$ cat src/rtl/intdiv_otf_conv.sv
// On-the-fly SD2 quotient converter: folds one signed digit per cycle into Q and QM = Q-1.
// Optional final non-restoring correction selected by define INTDIV_OTF_CORR_EN.
module intdiv_otf_conv #(
    parameter int unsigned N  = 16,
    parameter int unsigned CW = 7
) (
    input  logic         clk,
    input  logic         rst_n,
    input  logic         start,
    input  logic         digit_valid,
    input  logic [1:0]   digit,
`ifdef INTDIV_OTF_CORR_EN
    input  logic         rem_neg,
`endif
    output logic         busy,
    output logic         done,
    output logic [N:0]   q_out
);

    typedef enum logic [1:0] {StIdle, StConv, StDone} state_e;

    state_e        state;
    logic [N:0]    q;
    logic [N:0]    qm;
    logic [N:0]    q_nxt;
    logic [N:0]    qm_nxt;
    logic [N:0]    q_final;
    logic [CW-1:0] cnt;
    logic          last;

    assign last = (cnt == CW'(N - 1));

    // Digit encoding is (p,n) = p - n; both 00 and 11 mean zero.
    always_comb begin
        q_nxt  = {q[N-1:0], 1'b0};
        qm_nxt = {qm[N-1:0], 1'b1};
        case (digit)
            2'b10: begin
                q_nxt  = {q[N-1:0], 1'b1};
                qm_nxt = {q[N-1:0], 1'b0};
            end
            2'b01: begin
                q_nxt  = {qm[N-1:0], 1'b1};
                qm_nxt = {qm[N-1:0], 1'b0};
            end
            default: begin
                q_nxt  = {q[N-1:0], 1'b0};
                qm_nxt = {qm[N-1:0], 1'b1};
            end
        endcase
    end

`ifdef INTDIV_OTF_CORR_EN
    // A negative final remainder means the quotient is one ulp too large.
    assign q_final = rem_neg ? qm_nxt : q_nxt;
`else
    assign q_final = q_nxt;
`endif

    always_ff @(posedge clk or negedge rst_n) begin
        if (!rst_n) begin
            state <= StIdle;
            q     <= '0;
            qm    <= '1;
            cnt   <= '0;
            busy  <= 1'b0;
            done  <= 1'b0;
            q_out <= '0;
        end else if (start) begin
            // Restart wins over any coincident digit; q_out keeps the last result.
            state <= StConv;
            q     <= '0;
            qm    <= '1;
            cnt   <= '0;
            busy  <= 1'b1;
            done  <= 1'b0;
        end else begin
            case (state)
                StIdle: begin
                    busy <= 1'b0;
                    done <= 1'b0;
                end
                StConv: begin
                    if (digit_valid) begin
                        q   <= q_nxt;
                        qm  <= qm_nxt;
                        cnt <= cnt + CW'(1);
                        if (last) begin
                            state <= StDone;
                            busy  <= 1'b0;
                            done  <= 1'b1;
                            q_out <= q_final;
                        end
                    end
                end
                StDone: begin
                    state <= StIdle;
                    busy  <= 1'b0;
                    done  <= 1'b0;
                end
                default: begin
                    state <= StIdle;
                    busy  <= 1'b0;
                    done  <= 1'b0;
                end
            endcase
        end
    end

endmodule

$ cat config.mk
export PLATFORM = sky130hd
export DESIGN_NAME = intdiv_otf_conv
export DESIGN_NICKNAME = d
export VERILOG_FILES = /design/src/rtl/intdiv_otf_conv.sv
export SDC_FILE = /design/constraint.sdc
export NUM_CORES = 1
export LEC_CHECK = 0
export CAP_MARGIN = 0
export CELL_PAD_IN_SITES_DETAIL_PLACEMENT = 0
export CELL_PAD_IN_SITES_GLOBAL_PLACEMENT = 1
export CORE_ASPECT_RATIO = 0.8
export CORE_MARGIN = 3
export CORE_UTILIZATION = 50
export CTS_CLUSTER_SIZE = 25
export DETAILED_ROUTE_END_ITERATION = 8
export PLACE_DENSITY = 0.95
export SLEW_MARGIN = 20
export SYNTH_ARGS = -nofsm -noshare
export SYNTH_HDL_FRONTEND = slang
export SYNTH_SLANG_ARGS = --single-unit
$ cat constraint.sdc
create_clock -name clk -period 4.2 [get_ports clk]
set_input_delay 1.05 -clock clk [delete_from_list [all_inputs] [get_ports clk]]
set_output_delay 1.05 -clock clk [all_outputs]
set_load 0.05 [all_outputs]
After elaboration in Yosys (flattened, before gate mapping) --
Cells that the tools add are included.
Cells by class: eq/ne operators 7, reductions and logical operators 7, bitwise operators 1, multiplexer cells 23, $add $sub $neg 1
Operators with widths (number):
- $mux 16 | 6
- $pmux 17 s2 | 1
- $pmux 16 s2 | 1
- $mux 7 | 3
- $mux 1 | 8
- $add 7x1->7 const B | 1
- $eq 7x4->1 const B | 1
- $mux 2 | 3
- $ne 3x3->1 const B | 2
- $eq 2x1->1 const B | 2
- $pmux 2 s2 | 1
- $reduce_and 2->1 | 2
- $reduce_and 4->1 | 1
- $reduce_bool 2->1 | 2
- $reduce_and 3->1 | 1
- $eq 2x2->1 const B | 1
- $logic_not 2->1 | 1
- $ne 2x2->1 const B | 1
- $not 1->1 | 1
Word-level totals: bits of input ports 6, flip-flop bits (word level) 60, logic and storage cells 46

Depth between registers and ports, before layout --
Gate-level depths: netlist of the first run.
depth after elaboration 5, gate-level depth with buffers 7, mapped depth without buffers 5

Least setup slack after synthesis of the first run --
Ideal clock, no wire load.
path type input port to flip-flop, start in digit[0], end reg q_out[10], setup slack 1.702 ns, required time 4.075 ns, library setup time 0.125 ns, cell stages on the path 7, data arrival time 2.372 ns, buffers on the path 2, path through inv_1 -> ha_1 -> or2_1 -> clkbuf_1 -> buf_2 -> a22o_1 -> mux2_4
Between the ends: word-level cells in the longest chain between the ends 2, elaborated cells between the ends (all ways) 3, those cells by class eq/ne (2); mux (1)
RTL lines:
- from (decl) | RTL line 11 | input logic [1:0] digit,
- $eq 2x1->1 / $eq 2x2->1 (equally long branches) | RTL line 37 | case (digit)
- $pmux 17 s2 (*) | RTL line 37
- to (signal assigned) | RTL line 92 | q_out <= q_final;
- to (decl) | RTL line 17 | output logic [N:0] q_out
Every way passes the cells marked *; elsewhere a longest branch is shown, timed or not. A chain may end at the register's enable or synchronous reset.

Final worst setup path of the first run --
start in digit[0], end reg q_out[1]
Same word-level chain as after synthesis.

==> flow_results.org, run 1 <==
** Critical path
- Among all stages on the critical path, the largest delay is contributed by sky130_fd_sc_hd__clkdlybuf4s50_1.
- Register-to-Register Setup Slack :: 2420 ps
- The startpoint identified for the worst register-to-register timing path is cnt[0].
- Grouping stages by cell kind, the critical path spends the most delay in buffers and inverters.
- Arrival time reported for the critical path endpoint :: 2950 ps
- Cells traversed along the worst timing path :: clkdlybuf4s50_1 > inv_1 > ha_1 > or2_1 > a22o_1 > mux2_4
- The worst setup path is of the in2reg kind.
- STA classifies the critical path startpoint as an input pin.
- Worst EP required :: 4420 ps
- On the worst path, the slowest cell contributes a delay of between 400 and 500 ps.
- The worst register-to-register path ends at q_out[2].
- The worst setup path is captured at a register.
- The number of cells on the worst reg-to-reg path is 4.
- Tracing the worst setup path back leads to its startpoint at digit[0].
- Maximum fanout count along the critical path :: 16
- Count of buffering cells on the critical path with inverters included :: 2

** Timing
- Across all setup checks in the final design, the least slack found is between 1000 and 1500 ps.
- The worst path in the final design needs a cycle of 2730 ps, including I/O delays and setup.
- The number of pins with negative max-slew slack in the final report was 0.
- Slew at the pin closest to its max-slew limit :: roughly 760 ps
- Period utilisation layout :: 65.1%
- Setup repair after global routing missed its margin :: false
- Timing would allow up to 366 MHz.
- The number of hold-slack violations in the final timing report is 0.
- Max Clock Skew :: roughly 8.7 ps
- Max-slew headroom at the worst pin :: between 40% and 50%
- Total Neg Setup Slack :: 0 ps
- Across all hold checks on the routed design, the worst slack comes to 506 ps.
- Number of setup violations in the final report :: 0

** Drt
- Using the TritonRoute via totals, the vias-per-cell ratio works out to 6.09.
- For this block, the initial DRC count from the detailed router was about 110.
- After detailed routing, the average wire length per cell comes to ~18 microns.
- For this block, the routed nets add up to 5.31 mm of wire.
- Residual DRC :: 0
- The first detailed-routing pass took 4 iterations.
- DR vias :: 1839
- The detail route stage leaves a number of antenna-violating nets equal to 0.

** Min path
- The path class of the tightest hold or removal check is reg2reg.
- Number of cells traversed by the worst hold path :: 1
- HP Start :: q_out[9]
- The worst hold path terminates at q_out[9].

** Clock network
- CTS saw 60 sinks.
- Largest buffer count on any clock path :: 2
- TritonCTS built the clock tree.
- After clock tree synthesis, the flow added hold-fix buffers numbering 0.
- Setup bufs post-CTS :: 0
- Clock-pin slew on the worst setup and hold paths :: 70 ps
- Post-CTS Resized :: 0
- Clock insertion delay at the later pin of the skew report :: 330 ps
- Counting the buffers created by CTS gives 9.
- Root buffer selected by CTS :: sky130_fd_sc_hd__clkbuf_8
- The H-tree was split into 3 levels.

** Floorplan
- The region available for standard cell placement spans 5150 sq um.
- Full die area :: 6420 sq um
- Number of top-level pins :: 25
- The floorplan has 23 rows.
- Initial Utilization :: around 53%
- In this run the vertical extent of the chip is 72.3 microns.
- Measured along the x axis, the die boundary spans 88.8 microns.

** GRT
- The initial antenna violation count came to 0.
- Total gr overflow :: 0
- Pin count of the biggest net entering global routing :: 36
- The first global-routing pass estimated 9.30 mm of wire.
- The via count of the first global-routing pass came to 1876.
- For this run, the total global-route usage over all layers was measured as around a fifth.

** Synth
- Post-Syn Area per Cell :: 12.8 sq um
- After Yosys synthesis, and, or, nand and nor cells account for 8.52% of the synthesized area.
- The Yosys step of the flow raised 0 warnings.
- For this run, the leading register cell type out of synthesis is sky130_fd_sc_hd__dfrtp_1.
- Flip-flop and latch count after synthesis :: 60
- Nets in the synthesized netlist :: 224
- For this run, asynchronously set or reset flops after synthesis account for 100%.
- Biggest area consumer among synthesized cells :: sky130_fd_sc_hd__dfrtp_1
- Share of the synthesized netlist area taken by xor and xnor gates :: 0.319%
- In the synthesized netlist, mux cells make up 8.43% of the area.
- The synthesized design contains 0 enable-type register cells.
- In this run, distinct cell masters in the synthesized netlist total 40.
- Sequential fraction of the synthesis area :: about 55%
- After synthesis, the most frequently instantiated cells are sky130_fd_sc_hd__dfrtp_1 (44), sky130_fd_sc_hd__a22o_1 (31), sky130_fd_sc_hd__dfstp_2 (16).
- After synthesis, the cell types taking the most area are sky130_fd_sc_hd__dfrtp_1 (40%), sky130_fd_sc_hd__dfstp_2 (15%), sky130_fd_sc_hd__a22o_1 (9.9%).
- Synth Instances :: 215
- Most repeated cell in the gate-level netlist after synthesis :: sky130_fd_sc_hd__dfrtp_1
- Summing the areas of all fa, ha and maj instances in the mapped netlist gives 1.37% of the synthesized area.
- Synthesized cell area :: 2750 sq um
- Main combinational cell family by area after synthesis :: compound AO/OA/AOI/OAI gates
- Fraction of the mapped netlist area in compound gates :: 21.8%
- Fraction of synthesized cell area taken by the top area cell type :: 40.1%

** Final layout
- For this run, the post-layout net count is 244.
- Fill cells in the final layout number 408.
- Area growth from synthesis to final layout :: 16.4%
- Final non-filler cell area :: 3200 sq um
- Antenna diode count :: 0
- Multi-input logic area :: 1110 sq um
- FF/Latch Area :: about 1500 sq um
- Final standard cell utilization of the core :: 62.0%
- Share of layout cells above drive strength 1 :: between 20% and 30%
- Post-route non-filler standard cell count :: ~300

** Power
- Switching share of power :: 23.5%
- In this run, flip-flops and latches consume approximately 50% of the power.
- Overall power of the completed layout :: 1.26 mW
- Static Leak :: 1.44 nW
- Internal power consumption :: 0.964 mW
- Across the VDD grid, the largest voltage drop is 228 uV.
- Net switching power of the design :: 0.296 mW
- PD cells :: 394 nW/um^2
- The share of total power dissipated in combinational logic is 9.2%.
- In this run, the clock network consumes 41.1% of the power.

** Place
- After legalization and detailed placement, the total HPWL measured between 3 and 4 mm.
- Final weighted congestion in routability-driven placement :: 0.766
- During placement, the flow inserted port buffers numbering 24.
- The placed instances occupy a cell area of 2990 sq um.
- In this run, placement finished with an instance count of 286.
- Prior to clock tree synthesis, the placed netlist has a worst setup slack of ~850 ps.

** Status
- Status :: finished clean

** Run
- Number of max-capacitance violations reported :: 0
## layout make-up
type,instances,share of cell area [%]
tap,62,2.43
timing repair buffer,27,8.07
multi-input combinational,131,34.8
clock buffer,12,4.86
sequential,60,47.6
inverter,6,0.705
clock inverter,4,1.49
## metal layers
layer / routed length (microns) / global-route usage (%)
met1: 2500 / 26.4
met2: 2410 / 27.3
met4: 89 / 9.23
met3: 309 / 6.58
met5: 0 / 0
## worst register-to-register path, cell delays in order (launching register included)
cell and delay (ps):
sky130_fd_sc_hd__dfrtp_1 410, sky130_fd_sc_hd__ha_1 180, sky130_fd_sc_hd__and3_1 330, sky130_fd_sc_hd__nand3_4 340, sky130_fd_sc_hd__mux2_4 400
## flip-flops by register name, indices dropped and copies added, names as in the netlist
register and count:
done 1, busy 1, state 2, cnt 7
q_out 17, q 16, qm 16
## cell families after synthesis
family                   count (synthesis)
flip-flops                              60
AND/OR/NAND/NOR                         34
adder cells (fa/ha/maj)                  3
AO/OA/AOI/OAI                           75
buffers and inverters                   24
XOR/XNOR                                 1
multiplexers                            18
## power groups by stage
| stage | clock network, mW | registers, mW | logic (mW) |
|---|---|---|---|
| after floorplan | 0 | 0.630 | 0.0864 |
| after global placement | 0 | 0.635 | 0.113 |
| after detailed placement | 0 | 0.635 | 0.117 |
| after CTS | 0.535 | 0.626 | 0.117 |
| after global routing | 0.562 | 0.629 | 0.128 |
| final | 0.518 | 0.626 | 0.116 |
## worst max path at each step
stage / to / slack, ps / depth (start not counted)
6_report: q_out[1] / 1470 / 6
5_1_grt: q_out[10] / 1340 / 4
4_1_cts: q_out[5] / 1220 / 6
3_5_place_dp: q_out[5] / 850 / 6
3_3_place_gp: q_out[7] / 860 / 6
2_1_floorplan: q_out[10] / 1700 / 7
## cell usage in the layout, fill, tap and decap left out, types with 3 or more instances in the layout
master,synthesis,final
sky130_fd_sc_hd__a21o_1,3,3
sky130_fd_sc_hd__a21oi_1,7,7
sky130_fd_sc_hd__a221oi_1,3,3
sky130_fd_sc_hd__a22o_1,31,31
sky130_fd_sc_hd__a22oi_1,12,12
sky130_fd_sc_hd__a2bb2oi_1,12,12
sky130_fd_sc_hd__buf_4,1,3
sky130_fd_sc_hd__clkbuf_8,0,11
sky130_fd_sc_hd__clkdlybuf4s50_1,0,23
sky130_fd_sc_hd__dfrtp_1,44,44
sky130_fd_sc_hd__dfstp_2,16,16
sky130_fd_sc_hd__ha_1,3,3
sky130_fd_sc_hd__inv_1,6,6
sky130_fd_sc_hd__mux2_2,9,9
sky130_fd_sc_hd__mux2_4,8,8
sky130_fd_sc_hd__nand2_1,4,4
sky130_fd_sc_hd__nand2b_1,3,3
sky130_fd_sc_hd__nor2_1,5,5
sky130_fd_sc_hd__nor2b_1,5,4
sky130_fd_sc_hd__o21bai_1,3,3
Power figures use the tool's default switching activity.
==> run 2: changes to the inputs <==
--- a/config.mk
+++ b/config.mk
@@ -10,10 +10,10 @@
 export CELL_PAD_IN_SITES_GLOBAL_PLACEMENT = 1
 export CORE_ASPECT_RATIO = 0.8
 export CORE_MARGIN = 3
-export CORE_UTILIZATION = 50
+export CORE_UTILIZATION = 42
 export CTS_CLUSTER_SIZE = 25
 export DETAILED_ROUTE_END_ITERATION = 8
-export PLACE_DENSITY = 0.95
+export PLACE_DENSITY = 0.87
 export SLEW_MARGIN = 20
 export SYNTH_ARGS = -nofsm -noshare
 export SYNTH_HDL_FRONTEND = slang
==> constraint.sdc (replaced) <==
create_clock -name clk -period 2.3 [get_ports clk]
set_input_delay 0.575 -clock clk [delete_from_list [all_inputs] [get_ports clk]]
set_output_delay 0.575 -clock clk [all_outputs]
set_load 0.05 [all_outputs]
==> run 2 against run 1 <==
Compared with the run above:
- sequential share of layout area fell by 1.9 points
- final cell count rose by 8.9%
- first-iteration DRC count rose by 5.3%
- non-clock buffer count rose by 8
- critical path depth rose by 1
- routed wire length rose by 1.8%
- total power rose by 84%
- worst setup slack got worse by 1400 ps
- clock skew fell by 4.1 ps
- cell area rose by 4.2%
- critical endpoint is now qm[2]
- largest cell class unchanged
==> flow_results.org, run 2 (synthesized netlist as in run 1, its figures left out) <==
** Final layout
- The area growth from synthesis to layout is 21.2%.
- Layout fillers :: 551
- Number of flip-flops under the largest register name :: 17
- Summing all non-filler instances in the final layout gives an area of 3330 sq um.
- Biggest registers after layout :: q_out (17), q (16), qm (16)
- In the layout the commonest cells are sky130_fd_sc_hd__dfrtp_1 (44), sky130_fd_sc_hd__a22o_1 (31), sky130_fd_sc_hd__clkdlybuf4s50_1 (23).
- Biggest register :: q_out
- Share of layout cells above drive strength 1 :: 27.4%
- Most common cell after layout, fill and taps aside :: sky130_fd_sc_hd__dfrtp_1
- The number of antenna diodes in the final layout is 0.
- After the last flow step, the layout net total stands at 252.

** Critical path
- Counting buffers and inverters, the worst setup path is 7 cells deep.
- Endpoint kind of the worst setup timing path :: register
- Cells traversed along the worst timing path :: clkdlybuf4s50_1 > inv_1 > ha_1 > buf_4 > or2_2 > a221oi_1 > o21bai_1
- Launching element of the worst setup path :: digit[0]
- Maximum fanout count along the critical path :: 15
- STA puts the critical path data required time at 2550 ps.
- Count of buffering cells on the critical path with inverters included :: 3
- Element type at the critical path start :: input pin
- Among all stages on the critical path, the largest delay is contributed by sky130_fd_sc_hd__clkdlybuf4s50_1.
- For flop-to-flop paths, the worst setup slack is roughly 600 ps.
- Grouping stages by cell kind, the critical path spends the most delay in buffers and inverters.
- The critical path ends at qm[2].
- For the worst flop-to-flop path, the logic depth is 5.
- Endpoint of the lowest-slack register-to-register path :: q_out[8]
- The worst setup path is of the in2reg kind.
- In this design, the stage delay of the slowest critical-path cell is between 400 and 500 ps.
- Critical register-to-register path startpoint :: cnt[0]
- Arrival time reported for the critical path endpoint :: about 2500 ps

** Floorplan
- After floorplanning, the core was divided into 25 placement rows.
- For this configuration, the core starts out at a cell density of 44.8%.
- Full die area :: 7550 sq um
- Measured along the y axis, the die boundary spans between 70 and 80 microns.
- Std-Cell Core Area :: 6130 sq um
- Die outline width :: 96.4 microns
- Number of top-level pins :: 25

** Timing
- Timing would allow up to approximately 450 MHz.
- Final hold vios :: 0
- Slew Viols, Final :: 0
- Setup repair after global routing left no endpoint under its margin.
- Max Clock Skew :: around 4.6 ps
- Number of setup violations in the final report :: 0
- Summed over all failing endpoints, the final setup total negative slack is 0 ps.
- Slew at the pin closest to its max-slew limit :: about 740 ps
- Period utilisation layout :: a little over nine tenths
- Headroom to the max-slew limit came out at 50.8%.
- Time the final worst path needs with I/O delays and setup :: 2230 ps

** Place
- Port buffering added 24 buffers.
- Half-perimeter wire length after detailed placement :: 3.40 mm
- Placement-stage cell area :: 3130 sq um
- Final weighted congestion in routability-driven placement :: 0.729

** Drt
- Via-to-Cell Ratio :: 5.63
- In the final routed layout, each cell accounts on average for 16.4 microns.
- 1st-iter DRT viols :: 120
- For this run, design rule violations remaining after detail routing come to 0.
- DR vias :: 1853
- Number of nets with antenna violations after routing :: 0
- Wire length reported by the detailed router :: about 5.4 mm
- The pre-antenna-repair detailed-routing pass consisted of 4 iterations.

** Clock network
- Clock insertion delay at the later pin of the skew report :: ~330 ps
- TritonCTS built the clock tree.
- Clock-pin slew was measured on the worst setup and hold paths at 70 ps.
- The number of clock buffers added by TritonCTS is 9.
- In this run the clock root is driven by a sky130_fd_sc_hd__clkbuf_8.
- Setup bufs post-CTS :: 0
- The tree built by TritonCTS fans out to 60 sinks.
- In this run, post-CTS hold repair placed 0 buffers.
- CTS HTree Levels :: 3
- Largest buffer count on any clock path :: 2
- Post-CTS Resized :: 0

** Status
- Status :: finished clean

** Power
- Overall power of the completed layout :: 2.32 mW
- The internal portion of the total power is 1.75 mW.
- Clock share of power :: 40.6%
- Net switching power of the design :: 0.571 mW
- In this run switching power makes up 24.6% of total power.
- Dividing total power by cell area gives a power density of 697 nW/um^2.
- Registers are responsible for around half of the overall power.
- Static Leak :: 1.50 nW
- IR analysis of the VDD net gives a maximum drop of 419 uV.
- In this run, the combinational gates consume about 10% of the power.

** Run
- Number of max-capacitance violations reported :: 0

** GRT
- Global routing finished with a remaining overflow of 0.
- Global routing used between 10% and 20% of the available tracks.
- Pin count of the biggest net entering global routing :: 61
- The first global-routing pass estimated 9.40 mm of wire.
- Number of antenna violations at the first check in global routing :: 0
- The via count of the first global-routing pass is 1846.

** Min path
- The path class of the tightest hold or removal check is in2async.
-- run 2: routing by layer --
| metal | track usage [%] | share of wire (%) | up-vias |
|---|---|---|---|
| li1 | - | - | 862 |
| met3 | 5.84 | 5.9 | 4 |
| met2 | 22.9 | 45 | 51 |
| met1 | 24.0 | 48 | 936 |
| met5 | 0 | 0 | - |
| met4 | 3.36 | 0.67 | 0 |
-- run 2: area by class of cell --
| class | count | area (sq um) | area share, % |
|---|---|---|---|
| Tap cell | 81 | 101 | 3.05 |
| Timing Repair Buffer | 35 | 368 | 11.1 |
| Clock inverter | 6 | 63.8 | 1.92 |
| Clock buffer | 10 | 138 | 4.14 |
| Sequential cell | 60 | 1520 | 45.7 |
| Multi-Input combinational cell | 131 | 1110 | 33.5 |
| Inverter | 6 | 22.5 | 0.677 |
-- run 2: worst min path at each step --
stage / startpoint / depth (start not counted) / slack [ps] / endpoint
finish: rst_n / 2 / 230 / q_out[0]
global route: rst_n / 2 / 250 / q_out[0]
CTS: rst_n / 2 / 240 / q[3]
detailed placement: q_out[9] / 1 / 490 / q_out[9]
global placement: q_out[16] / 1 / 490 / q_out[16]
floorplan: rst_n / 0 / 280 / busy
-- run 2: power groups by stage --
stage | Combinational [mW] | Clock, mW | Sequential, mW
detailed placement | 0.237 | 0 | 1.16
global placement | 0.230 | 0 | 1.16
global route | 0.262 | 1.02 | 1.15
CTS | 0.239 | 0.966 | 1.14
finish | 0.235 | 0.942 | 1.14
floorplan | 0.158 | 0 | 1.15
-- run 2: metrics by stage --
step,std cells,utilization (%),hold slack [ps],setup WS [ps]
3_3_place_gp,313,51.0,494,-558
6_report,329,54.3,232,69.5
3_5_place_dp,313,51.0,493,-274
5_1_grt,329,54.3,247,9.32
4_1_cts,329,54.3,238,90.7
2_1_floorplan,215,-,279,277
==> run 3: changes to the inputs <==
--- a/config.mk
+++ b/config.mk
@@ -9,7 +9,6 @@
 export CELL_PAD_IN_SITES_DETAIL_PLACEMENT = 0
 export CELL_PAD_IN_SITES_GLOBAL_PLACEMENT = 1
 export CORE_ASPECT_RATIO = 0.8
-export CORE_MARGIN = 3
 export CORE_UTILIZATION = 42
 export CTS_CLUSTER_SIZE = 25
 export DETAILED_ROUTE_END_ITERATION = 8
==> run 3 against run 2 <==
Compared with the run above:
- routed wire length grew 3.5%
- final cell count up 2.4%
- clock power is 11% lower
- non-clock buffer count is 8 higher
- global-route usage up 2.5 points
- critical path depth shrank 6
- via count increased by 3.4%
- combinational power increased by 7%
- total power down 3.5%
- sequential power is essentially flat
- critical endpoint is now q_out[3]
- largest cell class unchanged
- highest routed layer unchanged
==> flow_results.org, run 3 (synthesized netlist as in run 1, its figures left out) <==
** Final layout
- Antenna diode count :: 0
- After filler insertion, the fill cell instance count of the layout stands at about 540.
- FF/Latch Area :: 1520 sq um
- Multi-input logic area :: around 1100 sq um
- Area growth from synthesis to final layout :: 22.3%
- Biggest registers after layout :: q_out (17), q (16), qm (16)
- Net total in the final layout :: 260
- Most common cell after layout, fill and taps aside :: sky130_fd_sc_hd__dfrtp_1
- Number of flip-flops under the largest register name :: 17
- Cells with a size suffix above 1 make up 28.1% of the layout.
- The top cell types in the final layout, fill and taps aside, are sky130_fd_sc_hd__dfrtp_1 (44), sky130_fd_sc_hd__a22o_1 (31), sky130_fd_sc_hd__clkdlybuf4s50_1 (23).
- More flip-flops sit in one register than any other, and that register is q_out.

** Timing
- Worst slack on hold paths :: approximately 180 ps
- The number of hold-slack violations in the final timing report was 0.
- Setup violations remaining at the end of the flow were counted as 0.
- F_max :: roughly 470 MHz
- At the pin with the least slew margin, the transition time is 731 ps.
- Period utilisation layout :: between 90 and 100%
- Setup repair after global routing left no endpoint under its margin.
- Max Clock Skew :: 5.30 ps
- After layout, the minimum clock period comes to roughly 2100 ps.
- In this run the tightest slew margin relative to its limit is 51.2%.
- Summed over all failing endpoints, the final setup total negative slack is 0 ps.
- The number of pins with negative max-slew slack in the final report is 0.

** Floorplan
- Initial Utilization :: 45.0%
- Std cell rows :: 25
- 25 I/O pins were placed.
- Full die area :: approximately 6900 sq um
- In this run the vertical extent of the chip is 74.3 microns.
- The core region is 6100 sq um.
- From left edge to right edge, the die measures 92.4 microns.

** Clock network
- Root buffer selected by CTS :: sky130_fd_sc_hd__clkbuf_8
- Count of hold buffers inserted by post-cts repair :: 0
- The clock passes through at most 2 buffers.
- Clock tree from TritonCTS :: yes
- CTS HTree Levels :: 3
- The tree built by TritonCTS fans out to 60 sinks.
- The number of gates resized after CTS was 0.
- TritonCTS Buffers :: 9
- Setup bufs post-CTS :: 0
- Clock insertion delay at the later pin of the skew report :: about 340 ps
- Clock-pin slew on the worst setup and hold paths :: 60 ps

** GRT
- GRT Overall Usage :: 18.8%
- For this run the aggregate overflow at the end of global routing stands at 0.
- The first global-routing pass estimated 9.57 mm of wire.
- Entering global routing, the biggest net connects 30 pins.
- Number of antenna violations at the first check in global routing :: 0
- Number of global-route vias before repair :: 1893

** Power
- PD cells :: around 670 nW/um^2
- Static Leak :: ~1.5 nW
- Overall power of the completed layout :: ~2.2 mW
- IR analysis of the VDD net gives a maximum drop of 402 uV.

** Drt
- Wire length reported by the detailed router :: 5.60 mm
- DR vias :: about 1.9k
- Residual DRC :: 0
- Dividing the detail-routed wire length by the instance count gives 16.6 microns.
- Number of optimization iterations in the first detailed-route pass :: 4
- In this run the remaining antenna-violating nets after routing total 0.
- Using the TritonRoute via totals, the vias-per-cell ratio works out to 5.69.
- After the first detailed-routing iteration, the DRC count stood at 112.

** Critical path
- Family with the most delay on the worst path :: buffers and inverters
- Crit Path Category :: reg2out
- The worst setup path is launched from a register.
- The largest single stage delay on the critical path is 820 ps.
- Of all nets on the critical path, the largest fanout is 2.
- Worst EP required :: 1730 ps
- Together, buffers and inverters on the worst path number 1.
- The worst setup path is captured at a primary output.
- Arrival time reported for the critical path endpoint :: 1530 ps
- Slowest CP cell :: sky130_fd_sc_hd__clkdlybuf4s50_1
- Cells traversed along the worst timing path :: clkdlybuf4s50_1

** Status
- Status :: finished clean

** Run
- Number of max-capacitance violations reported :: 0

** Place
- During placement, the flow inserted port buffers numbering 24.
- Half-perimeter wire length after detailed placement :: approximately 3.6 mm
- The congestion estimate from routability-driven global placement came to roughly 0.75.

** Min path
- Class of the most critical hold timing path :: in2async
[run 3: cell types whose count changed in the layout (fill, tap and decap cells not counted), sizes merged]
cell / before / now
bufinv: 1 / 0
clkbuf: 10 / 14
clkinvlp: 2 / 0
clkinv: 3 / 2
buf: 12 / 20
[run 3: worst paths after layout]
check / from / end / slack, ps / cells after the start
setup / recovery: q_out[3] / q_out[3] / 190 / 1
hold / removal: rst_n / q_out[13] / 180 / 1
setup reg to reg: cnt[0] / q_out[14] / 540 / 4
hold reg to reg: q_out[13] / q_out[13] / 510 / 1
max in group asynchronous: rst_n / qm[13] / 1490 / 2
min in group clk: q_out[13] / q_out[13] / 510 / 1
[run 3: per-layer routing]
metal	up-vias	share of wire, %	track usage, %
met5	-	0	0
met4	0	1.5	7.47
met3	12	6.1	6.34
met2	60	44	27.7
met1	964	48	25.8
li1	880	-	-
[run 3: through the flow]
step | utilization [%] | area [sq um] | std cells | worst slack (ps)
final | 55.0 | 3360 | 337 | 194
after global routing | 55.0 | 3360 | 337 | 95.7
after CTS | 55.0 | 3360 | 337 | 184
after detailed placement | 52.2 | 3180 | 321 | -156
after global placement | 52.2 | 3180 | 321 | -94.9
after floorplan | - | 2750 | 215 | 277
[run 3: cell type report]
class | count | area share, %
clock buffers | 14 | 4.85
clock inverters | 2 | 0.298
inverters | 6 | 0.671
multi-input cells | 131 | 33.1
flip-flops and latches | 60 | 45.3
well taps | 81 | 3.02
repair buffers | 43 | 12.7
[run 3: where the power goes]
part           switching, mW  total, mW  internal, mW  leakage [nW]
Combinational          0.128      0.252         0.125         0.669
Sequential            0.0336       1.15          1.11         0.763
Clock                  0.393      0.841         0.447        0.0905
Total                  0.555       2.24          1.68          1.52
